<file path="src/rtl/operand_buffer.sv">
// Double-buffered DIM x DIM weight/matrix tile store between host loader and systolic array.
// Latency: a commit with the active bank free swaps at that edge; new tile visible next cycle.
// Backpressure: load_ready drops while a commit waits for the array's ack; writes then are dropped.
module operand_buffer #(
    parameter  int DATA_W  = 8,
    parameter  int DIM     = 2,
    localparam int TILE    = DIM * DIM,
    localparam int ENTRIES = 2 * TILE,
    localparam int ADDR_W  = ($clog2(ENTRIES) > 1) ? $clog2(ENTRIES) : 1
) (
    input  logic                     clk,
    input  logic                     rst_n,
    input  logic                     load_en,
    input  logic                     auto_inc,
    input  logic [ADDR_W-1:0]        load_addr,
    input  logic [DATA_W-1:0]        load_data,
    input  logic                     commit,
    input  logic                     err_clr,
    output logic                     load_ready,
    output logic                     full,
    output logic                     load_err,
    output logic                     out_valid,
    input  logic                     out_ack,
    output logic [TILE*DATA_W-1:0]   weights_o,
    output logic [TILE*DATA_W-1:0]   mats_o
);

    typedef enum logic {
        S_FILL = 1'b0,
        S_HELD = 1'b1
    } state_t;

    state_t                 r_state;
    state_t                 w_state_nxt;
    logic                   r_bank_sel;
    logic [DATA_W-1:0]      r_bank0 [ENTRIES];
    logic [DATA_W-1:0]      r_bank1 [ENTRIES];
    logic [ENTRIES-1:0]     r_mask;
    logic [ADDR_W-1:0]      r_ptr;
    logic                   r_out_valid;
    logic                   r_load_err;

    logic [ADDR_W-1:0]      w_wr_addr;
    logic                   w_addr_ok;
    logic                   w_wr_en;
    logic                   w_drop;
    logic                   w_free;
    logic                   w_swap;
    logic [TILE*DATA_W-1:0] w_weights;
    logic [TILE*DATA_W-1:0] w_mats;

    // The pointer never leaves 0..ENTRIES-1, so only explicit addresses need a range check.
    assign w_wr_addr = auto_inc ? r_ptr : load_addr;
    assign w_addr_ok = auto_inc || (int'(load_addr) < ENTRIES);
    assign w_wr_en   = load_en && (r_state == S_FILL) && w_addr_ok;
    assign w_drop    = load_en && ((r_state == S_HELD) || !w_addr_ok);
    // The active bank can be replaced when it is empty or being consumed this cycle.
    assign w_free    = !r_out_valid || out_ack;

    // Shadow state register.
    always_ff @(posedge clk or negedge rst_n) begin
        if (!rst_n) begin
            r_state <= S_FILL;
        end else begin
            r_state <= w_state_nxt;
        end
    end

    // Next-state and swap decision; commits arriving while HELD are ignored.
    always_comb begin
        w_state_nxt = r_state;
        w_swap      = 1'b0;
        case (r_state)
            S_FILL: begin
                if (commit) begin
                    if (w_free) begin
                        w_swap = 1'b1;
                    end else begin
                        w_state_nxt = S_HELD;
                    end
                end
            end
            S_HELD: begin
                if (w_free) begin
                    w_swap      = 1'b1;
                    w_state_nxt = S_FILL;
                end
            end
            default: w_state_nxt = S_FILL;
        endcase
    end

    // Element storage: writes land in the shadow bank before any same-edge swap takes effect.
    always_ff @(posedge clk or negedge rst_n) begin
        if (!rst_n) begin
            for (int i = 0; i < ENTRIES; i++) begin
                r_bank0[i] <= '0;
                r_bank1[i] <= '0;
            end
        end else if (w_wr_en) begin
            if (r_bank_sel) begin
                r_bank0[w_wr_addr] <= load_data;
            end else begin
                r_bank1[w_wr_addr] <= load_data;
            end
        end
    end

    // Bank select, fill tracking and pointer; a swap restarts the fill of the new shadow.
    always_ff @(posedge clk or negedge rst_n) begin
        if (!rst_n) begin
            r_bank_sel <= 1'b0;
            r_mask     <= '0;
            r_ptr      <= '0;
        end else if (w_swap) begin
            r_bank_sel <= ~r_bank_sel;
            r_mask     <= '0;
            r_ptr      <= '0;
        end else if (w_wr_en) begin
            r_mask[w_wr_addr] <= 1'b1;
            if (auto_inc) begin
                if (r_ptr == ADDR_W'(ENTRIES - 1)) begin
                    r_ptr <= '0;
                end else begin
                    r_ptr <= r_ptr + 1'b1;
                end
            end
        end
    end

    // Output handshake: a swap presents a fresh tile, a bare ack retires the current one.
    always_ff @(posedge clk or negedge rst_n) begin
        if (!rst_n) begin
            r_out_valid <= 1'b0;
        end else if (w_swap) begin
            r_out_valid <= 1'b1;
        end else if (out_ack) begin
            r_out_valid <= 1'b0;
        end
    end

    // Sticky drop flag; a drop in the same cycle as a clear keeps the flag set.
    always_ff @(posedge clk or negedge rst_n) begin
        if (!rst_n) begin
            r_load_err <= 1'b0;
        end else if (w_drop) begin
            r_load_err <= 1'b1;
        end else if (err_clr) begin
            r_load_err <= 1'b0;
        end
    end

    // Flatten the active bank onto the array-facing buses.
    always_comb begin
        w_weights = '0;
        w_mats    = '0;
        for (int k = 0; k < TILE; k++) begin
            w_weights[k*DATA_W +: DATA_W] = r_bank_sel ? r_bank1[k]      : r_bank0[k];
            w_mats[k*DATA_W +: DATA_W]    = r_bank_sel ? r_bank1[TILE+k] : r_bank0[TILE+k];
        end
    end

    assign weights_o  = w_weights;
    assign mats_o     = w_mats;
    assign load_ready = (r_state == S_FILL);
    assign full       = &r_mask;
    assign load_err   = r_load_err;
    assign out_valid  = r_out_valid;

endmodule

</file>
<file path="config.mk">
export PLATFORM = sky130hd
export DESIGN_NAME = operand_buffer
export DESIGN_NICKNAME = d
export VERILOG_FILES = /design/src/rtl/operand_buffer.sv
export SDC_FILE = /design/constraint.sdc
export NUM_CORES = 1
export LEC_CHECK = 0
export CAP_MARGIN = 5
export CORE_AREA = 2 2 140 142
export CTS_CLUSTER_SIZE = 10
export DETAILED_ROUTE_END_ITERATION = 6
export DIE_AREA = 0 0 142 144
export PLACE_DENSITY = 0.52
export SETUP_SLACK_MARGIN = 0.5
export SLEW_MARGIN = 5
export SYNTH_ARGS = -nofsm -noshare
export SYNTH_HDL_FRONTEND = slang
export SYNTH_SLANG_ARGS = --single-unit
</file>
<file path="constraint.sdc">
create_clock -name clk -period 4.2 [get_ports clk]
set_clock_uncertainty 0.1 [all_clocks]
set_input_delay 1.05 -clock clk [delete_from_list [all_inputs] [get_ports clk]]
set_output_delay 1.05 -clock clk [all_outputs]
set_load 0.1 [all_outputs]
</file>
**Yosys cells after proc, flatten, opt, wreduce, memory -nomap -nowiden**

Cells that the tools add are included.

- $add $sub $neg: 1
- Order comparisons: 4
- Equality and inequality tests: 1
- Multiplexer cells: 31
- Bitwise logic cells: 4
- Reductions and logical operators: 14

Operators by type and width:

| kind | count |
|---|---|
| $bwmux W64 | 2 |
| $mux W8 | 11 |
| $demux W8 S3 | 1 |
| $mux W3 | 5 |
| $mux W1 | 9 |
| $or A8 B8 Y8 | 1 |
| $reduce_and A8 Y1 | 1 |
| $reduce_bool A2 Y1 | 4 |
| $reduce_and A2 Y1 | 3 |
| $ge A4 B4 Y1 const B | 1 |
| $logic_and A1 B1 Y1 | 4 |
| $lt A3 B4 Y1 const B | 1 |
| $lt A4 B1 Y1 const B | 1 |
| $not A3 Y4 | 1 |
| $pmux W1 S2 | 2 |
| $add A3 B1 Y3 const B | 1 |
| $demux W1 S3 | 1 |
| $eq A3 B3 Y1 const B | 1 |
| $ge A3 B1 Y1 const B | 1 |
| $not A1 Y1 | 2 |
| $logic_not A1 Y1 | 1 |
| $logic_or A1 B1 Y1 | 1 |

- Flip-flop bits (word level): 143
- Output and inout bits: 68
- Logic and storage cells: 77

**Longest topological paths before layout**

- Depth in word-level cells: 8
- Mapped depth: 5

**Worst setup path before layout**

OpenSTA, ideal clock, no wires.

- Path type: flip-flop to output port
- Start point: register r_mask[7]
- End point: output full
- Arrival time: 1,683 ps
- Path slack: 1,367 ps
- Cell stages (with the launch flop): 3
- Cells stage by stage: dfrtp_1 nand4_1 nor2_1

- Longest elaborated chain between the ends: 1

Ends and longest elaborated chain:

| what | line | RTL |
|---|---|---|
| start: declaration | 38 | `logic [ENTRIES-1:0] r_mask;` |
| start signal: assignment | 113 | `r_mask <= '0;` |
| start signal: assignment | 117 | `r_mask <= '0;` |
| start signal: indexed assignment | 120 | `r_mask[w_wr_addr] <= 1'b1;` |
| $reduce_and A8 Y1 | 166 | `assign full = &r_mask;` |
| end: declaration | 20 | `output logic full,` |

Every way passes these cells.

**Worst setup path after layout**

- Start point: register r_bank_sel
- End point: output weights_o[8]

- Longest elaborated chain between the ends: 1

Ends and longest elaborated chain:

| what | line | RTL |
|---|---|---|
| start: declaration | 35 | `logic r_bank_sel;` |
| start signal: assignment | 116 | `r_bank_sel <= ~r_bank_sel;` |
| $mux W8 | 158 | `w_weights[k*DATA_W +: DATA_W] = r_bank_sel ? r_bank1[k] : r_bank0[k];` |
| end: declaration | 24 | `output logic [TILE*DATA_W-1:0] weights_o,` |

Every way passes these cells.

==> results.toml <==
[setup_path]
crit_fanout = 42
worstSetupPathType = "reg -> out"
reg2reg_slack_ns = 1.64
arrival_ns = 2.23
start_kind = "flip-flop"
required_ns = 3.05
end_kind = "output pin"

[clocking]
cts.clk_slew.worst_paths_ns = 0.06
clock-sinks = 143
cts-hold-fix-buffers = 0
numCtsBuffers = 17
root_buffer = "clkbuf_16"
cts_tree = "built"
htreeDepth = 4
clock_path_buffers = 2
clock_latency_ns = 0.41

[logic_synthesis]
synthFlopType = "dfrtp_1"
synth_top_family_by_area = "multiplexers"
syn_area_per_cell_um2 = 14.8
synth_top_area_share = 0.545
synth_xor_area_frac = 0.00133
synth_edf_count = 0
synthArstFlopShare = 1.00
yosys.area_share.simple = 0.0362
synth-seq-cells = 143
yosys-top-cells-area = "dfrtp_1 (54%), mux2_2 (32%), a211oi_4 (1.2%)"
synthAdderAreaFrac = 0.00381
synth_mux_area_frac = 0.333
synth_cell_types = 36
ys_seq_area_frac = 0.545
yosys_warnings = 0
synth_nets = 464
synth-compound-area-share = 0.0533
yosysTopAreaCell = "dfrtp_1"
syn_inst = 444
synth_area_mm2 = 0.00657

[sta]
fmaxAchievable_ghz = 0.295
layout_min_cycle_time_ns = 3.38
tns_ns = 0
slew_violations = 0
tightest_slew_ns = 0.965
period_share = 0.806
grt_setup_unrepaired = "no"
setup_viol = 0
relSlewSlack = 0.354
hold_viol_final = 0

[hold_path]
hold_path.class = "reg -> reg"

[global_route]
grt_pass1_vias = 4257
grt_pass1_wl_mm = 24.4
antenna_found_initial = 0
track_usage = 0.161
grt_overflow = 0
grt_max_degree = 75

[run_status]
status = "completed"

[route]
drt_first_iter_violations = 143
vias_per_cell = 5.06
ant_nets = 0
via_count = 3956
drc_errors = 0
drtPass1Iterations = 4
wirelength_mm = 15.5
wl_per_cell_um = 19.8

[place]
globalplace.congestion = 0.771
place_hpwl_mm = 10.0
io_buffer_count = 85

[floorplanning]
die_h_um = 144
dieArea_mm2 = 0.0204
floorplan.initialDensity = 0.344
ios = 86
core_mm2 = 0.0191
fp-row-count = 51
die_w_um = 142

[run]
drv_cap = 0

[final_layout]
layout_commonest_cell = "mux2_2"
final_nets = 551
final_util = 0.427
diodes = 0
area_delta_synth_final_pct = 24.0
final_cell_mix = "mux2_2 (189), dfrtp_1 (142), buf_4 (75), clkdlybuf4s50_1 (19), clkbuf_16 (17)"
num-fill-cells = 1731
drive_above_1_share = 0.585
-- synthesized netlist by cell type, types with 4 or more instances --
| cell | count |
|---|---|
| o2111a_1 | 4 |
| o211ai_1 | 8 |
| nor3b_2 | 4 |
| inv_1 | 10 |
| clkbuf_1 | 12 |
| buf_2 | 6 |
| o211ai_2 | 6 |
| buf_4 | 6 |
| a21oi_1 | 11 |
| nand2_1 | 5 |
| a211oi_4 | 4 |
| dfrtp_1 | 143 |
| mux2_2 | 189 |
-- per-layer routing --
metal	up-vias	part of all wire	GRT usage
li1	1790	-	-
met1	2075	0.48	0.217
met2	78	0.47	0.255
met3	13	0.041	0.0434
met4	0	0.011	0.0489
met5	-	0	0
-- critical path, cell delays in order, from the launching register on --
cell and delay [ns]:
dfrtp_4 0.83, buf_4 0.35, mux2_2 0.37, buf_4 0.24
-- state kept, by name, indices dropped and copies added (netlist names) --
name and cells:
r_bank0 64, r_bank1 64, r_mask 8, r_ptr 3, load_err 1, out_valid 1
r_bank_sel 1, r_state 1
-- cell families (layout without fill, tap and decap cells) --
group,after synthesis,in the layout
buffers and inverters,38,138
muxes,194,194
adders and majority gates,2,2
and+or+nand+nor,30,30
xor gates and xnor gates,1,1
AOI/OAI and AO/OA,36,36
DFF,143,143
-- final cells by class --
class | count | area [um^2] | share of cell area
clock inverter | 8 | 125 | 0.0154
multi-input combinational | 263 | 2810 | 0.345
timing repair buffer | 96 | 785 | 0.0963
tap | 238 | 298 | 0.0365
inverter | 10 | 37.5 | 0.00461
clock buffer | 24 | 512 | 0.0628
sequential | 143 | 3580 | 0.440
-- worst paths after layout --
path                             start            to  cells after the start
max                         r_bank_sel  weights_o[8]                      3
min                        r_bank1[14]   r_bank1[14]                      1
max reg2reg                 r_bank_sel    r_bank1[1]                      3
min reg2reg                r_bank1[14]   r_bank1[14]                      1
max in group asynchronous        rst_n    r_bank0[8]                      2
min in group asynchronous        rst_n     r_mask[2]                      1
-- through the flow --
stage	worst slack, ns	hold WS [ns]	cell area [um^2]	instances
finish	0.815	0.389	8150	782
global route	0.728	0.410	8150	782
CTS	0.520	0.396	8150	782
detailed placement	0.504	0.382	7510	750
global placement	0.524	0.364	7510	750
floorplan	1.37	0.352	6570	444
-- repair_timing --
action                     in CTS  in global routing
setup endpoints to repair       0                 30
gates resized for setup         0                  1
setup buffers                   0                  0
Power is not shown: default switching activity piles up to over one toggle a cycle in this logic, so the estimate is an artifact.
